[config.mk]
export PLATFORM = sky130hd
export DESIGN_NAME = outstream
export DESIGN_NICKNAME = d
export VERILOG_FILES = /design/src/rtl/outstream.sv
export SDC_FILE = /design/constraint.sdc
export NUM_CORES = 1
export LEC_CHECK = 0
export CAP_MARGIN = 20
export CORE_AREA = 2 2 563 565
export DETAILED_ROUTE_END_ITERATION = 6
export DIE_AREA = 0 0 565 567
export PLACE_DENSITY_LB_ADDON = 0.25
export SETUP_SLACK_MARGIN = 0.05
export SLEW_MARGIN = 10
export SYNTH_ARGS = -nofsm -noshare
export SYNTH_HDL_FRONTEND = slang
export SYNTH_SLANG_ARGS = --single-unit
[constraint.sdc]
create_clock -name clk -period 4.7 [get_ports clk]
set_input_delay 1.41 -clock clk [delete_from_list [all_inputs] [get_ports clk]]
set_output_delay 1.41 -clock clk [all_outputs]
set_load 0.01 [all_outputs]
[src/rtl/outstream.sv]
// Output-side stream checker: accepts words from a node and compares them to a preloaded list.
// Optional capture storage is enabled with `define OUTSTREAM_CAPTURE_EN.
module outstream (
  input  logic               clk,
  input  logic               rst,
  input  logic               start,
  input  logic [5:0]         length,
  input  logic signed [10:0] expected [0:63],
  input  logic               write,
  input  logic signed [10:0] in,
  output logic               rready,
  output logic [5:0]         count,
  output logic               done,
  output logic               pass,
  output logic               mismatch,
  output logic [5:0]         err_idx,
  output logic signed [10:0] captured [0:63]
);

  typedef enum logic [1:0] {
    S_IDLE,
    S_RUN,
    S_DONE
  } state_t;

  state_t     state;
  logic [5:0] len_q;
  logic       xfer;
  logic       arm;
  logic       neq;
  logic       last;

  // Ready depends only on registered state so the node sees no loop through write.
  assign rready = (state == S_RUN) && (count < len_q);
  assign xfer   = write & rready;
  assign arm    = start & (state != S_RUN);
  assign neq    = (in != expected[count]);
  assign last   = ((count + 6'd1) == len_q);

  // Control FSM with registered status outputs.
  always_ff @(posedge clk or posedge rst) begin
    if (rst) begin
      state    <= S_IDLE;
      len_q    <= '0;
      count    <= '0;
      done     <= 1'b0;
      pass     <= 1'b0;
      mismatch <= 1'b0;
      err_idx  <= '0;
    end else if (arm) begin
      len_q    <= length;
      count    <= '0;
      mismatch <= 1'b0;
      err_idx  <= '0;
      if (length == 6'd0) begin
        state <= S_DONE;
        done  <= 1'b1;
        pass  <= 1'b1;
      end else begin
        state <= S_RUN;
        done  <= 1'b0;
        pass  <= 1'b0;
      end
    end else if (xfer) begin
      count <= count + 6'd1;
      if (neq && !mismatch) begin
        mismatch <= 1'b1;
        err_idx  <= count;
      end
      if (last) begin
        state <= S_DONE;
        done  <= 1'b1;
        pass  <= ~(mismatch | neq);
      end
    end
  end

`ifdef OUTSTREAM_CAPTURE_EN
  logic signed [10:0] cap_q [0:63];

  // Record each accepted word at its stream position; cleared on re-arm.
  always_ff @(posedge clk or posedge rst) begin
    if (rst) begin
      for (int i = 0; i < 64; i++) cap_q[i] <= '0;
    end else if (arm) begin
      for (int i = 0; i < 64; i++) cap_q[i] <= '0;
    end else if (xfer) begin
      cap_q[count] <= in;
    end
  end

  // Expose the capture storage.
  always_comb begin
    for (int i = 0; i < 64; i++) captured[i] = cap_q[i];
  end
`else
  // No capture storage in this build.
  always_comb begin
    for (int i = 0; i < 64; i++) captured[i] = '0;
  end
`endif

endmodule

==> key figures, run 1 <==
Power and ir drop
  – Internal cell power: 2.471 mW
  – Worst VDD drop: 0.1520 mV
  – Part of the power in registers: roughly 6.5%
  – Design Power: approximately 5.2 mW
  – Logic gate share of total power: between 80% and 90%
  – Leak Pwr: around 8.4 nW
  – Sw Share: 52.02%
  – P per Cell Area: 211.9 nW/µm²
  – Clk network pwr share: 3.6%
  – Switching pwr: 2.680 mW

Die
  – Die width: roughly 570 µm
  – Initial Util: slightly above 4%
  – Die height: 567 µm
  – DIE AREA: 320400 µm²
  – Core outline area: around 310000 µm²
  – Io pins: around 1400
  – Row count: just over 200

Logic synthesis
  – Synth Flop Type: dfrtp_1
  – Synth Area per Inst: slightly above 9 µm²
  – EDFF count, synth: 0
  – Register area share after synthesis: around 4.3%
  – Yosys top cell by area: buf_4
  – Asr flop ratio synth: 100.0%
  – Post-synthesis register bit count: 22
  – Dominant cells by area after synthesis: buf_4 (42%), mux4_2 (21%), mux2i_1 (9.4%)
  – Post-Synthesis Cells: about 1400
  – Mapped Area: 12900 µm²
  – Ys Warns: 0
  – Synth cell types: 65
  – Top-area cell type share of the netlist area: a little over two fifths

Drt
  – Starting DRT DRC Count: approximately 520
  – Drt total wl: about 140 mm
  – Routed length per placed instance: about 22 µm
  – Post-DRT Antenna Nets: 0
  – DRC: 0
  – Vias: 12830
  – Vias per cell: 1.990
  – Pre-antenna DRT Iters: 4

STA
  – Fmax: about 220 MHz
  – Fin. max-slew vios: 0
  – Hold Slack: 0.4808 ns
  – Final Critical Period: 4.601 ns
  – Final setup margin: around 0.099 ns
  – Period utilization: roughly 98%
  – Final hold viol count: 0
  – RSZ-0062 raised after global routing: true
  – Finish-stage setup viols: 0
  – Slew headroom: between 30% and 40%
  – Clock skew: slightly above 0.007 ns
  – Worst-margin pin slew: roughly 0.93 ns

Placed design
  – Post-DP Area: 24030 µm²
  – Pre-CTS setup slack: -1.290 ns
  – Detailed placement HPWL: roughly 130 mm
  – RD Place Congestion: a little over 0.8
  – Port bufs: between 700 and 800

Critical path
  – Crit path DAT: 4.71 ns
  – R2r startpoint: count[1]
  – Critical path class: input pin to flip-flop
  – Crit path max fanout: 7
  – Startpoint types: input pin
  – Crit end category: flip-flop
  – Origin of the worst setup path: expected[97]
  – Worst endpoint required time: 4.81 ns

Global routing
  – Global route overflow: 0
  – Global-route wire length before repair: 168.5 mm
  – Initial antenna violation count: around 130
  – Largest net degree at the start of global routing: 38
  – Number of global-route vias before repair: between 10000 and 15000
  – GRT Total Usage: 8.474%

Clock tree
  – CTS tree: built
  – Hold_buf cts: 0
  – H-tree depth: 1
  – Clock-pin slew on the worst setup and hold paths: 0.06 ns
  – CTS Sinks: 22
  – CTS root buffer: clkbuf_16
  – Num CTS Buffers: 3
  – Clk buf depth: 2
  – Worst-Skew Late Latency: roughly 0.26 ns

Status
  – Outcome: finished clean

Job
  – Max Cap Viol: 0

Layout
  – Final instance area: about 24000 µm²
  – Final Core Density: just under 8%
  – Share of layout cells above drive strength 1: ~16%
  – Layout area overhead: 88.44%
  – Commonest non-fill, non-tap cells in the layout: clkdlybuf4s50_1 (736), conb_1 (704), buf_4 (137)
  – Commonest non-fill, non-tap cell in the layout: clkdlybuf4s50_1
  – Final nets: around 3000

Hold path
  – Worst min-delay path category: flip-flop to flip-flop
  – Min-delay src: state[0]
==> critical path: stages <==
cell	delay, ns
clkdlybuf4s50_1	0.44
mux4_2	0.51
mux2i_4	0.22
buf_4	0.16
a211oi_1	0.17
or4_4	0.50
or3_1	0.36
a211oi_1	0.24
and4_4	0.34
a211oi_4	0.09
buf_12	0.15
mux2i_1	0.11
==> synth_stat cells, drive strengths merged (11+ instances only) <==
cell type	n
nor2	29
o21ai	16
inv	17
nor2b	13
nand4	11
nand2	59
clkbuf	17
buf	761
dfrtp	22
o22ai	12
a22oi	36
nand3	18
mux2i	121
xor2	12
mux4	131
a21oi	16
mux2	12
==> cell type report <==
type                    count  area [µm²]
fillers                 36720      289600
repair buffers            904        8982
multi-input cells        1303        9319
clock buffers               4       78.83
inverters                  18       70.07
well taps                4160        5205
diodes                     34       85.08
flip-flops and latches     22       570.5
==> repair_timing <==
action / 4_1_cts / 5_1_grt
gates resized for setup: 26 / 2
endpoints found under the hold margin: 0 / 0
setup buffers: 2 / 1
pin swaps: 6 / 4
setup endpoints to repair: 8 / 7
==> per-stage QoR <==
step | cells | setup TNS (ns)
finish | 6445 | 0
global route | 6430 | 0
CTS | 6411 | 0
detailed placement | 6406 | -10.09
global placement | 6405 | -17.55
floorplan | 2121 | 0
==> kinds of logic after synthesis <==
logic type                 count (synthesis)  synth area share (%)
muxes                                    264                 33.65
other                                      1               0.02907
adders and majority gates                  7                0.6789
AOI/OAI and AO/OA                        142                 8.166
DFF                                       22                 4.267
buffers and inverters                    796                 45.52
and+or+nand+nor                          164                 6.188
xor gates and xnor gates                  22                 1.494
==> state kept, by name (all words and copies together), names as in the netlist <==
name,cells
err_idx,6
pass,1
mismatch,1
state,1
count,6
done,1
len_q,6
==> power by group through the flow <==
stage | combinational [mW] | clock, mW | sequential (mW)
after detailed placement | 4.79 | 0 | 0.350
after global routing | 5.01 | 0.200 | 0.349
after CTS | 4.86 | 0.191 | 0.348
final | 4.63 | 0.185 | 0.335
after global placement | 4.79 | 0 | 0.349
after floorplan | 2.51 | 0 | 0.284
==> final timing paths <==
kind,endpoint,slack [ns],cells past startpoint
min in group asynchronous,err_idx[0],1.67,2
worst max-delay path,err_idx[4],0.1,12
worst min-delay path,state[0],0.48,2
max in group asynchronous,count[0],2.35,2
worst min register to register,state[0],0.48,2
worst max register to register,err_idx[4],0.37,14
==> metal layers <==
metal  vias to the layer above  wire, µm  global-route usage, %
met3                       202     10920                  2.233
li1                       5372         -                      -
met1                      6133     55600                  9.761
met5                         -       376                      0
met4                        56      3354                  1.542
met2                      1064     72540                  15.58
No activity file was read; power rests on OpenSTA's default activity.
==> run 2, diff against run 1 <==
--- a/config.mk
+++ b/config.mk
@@ -11,6 +11,7 @@
 export DIE_AREA = 0 0 565 567
 export PLACE_DENSITY_LB_ADDON = 0.25
 export SETUP_SLACK_MARGIN = 0.05
+export SKIP_LAST_GASP = 1
 export SLEW_MARGIN = 10
 export SYNTH_ARGS = -nofsm -noshare
 export SYNTH_HDL_FRONTEND = slang
==> results of run 2 <==
Same layout as run 1: the final DEF is identical, and so are final timing and power.
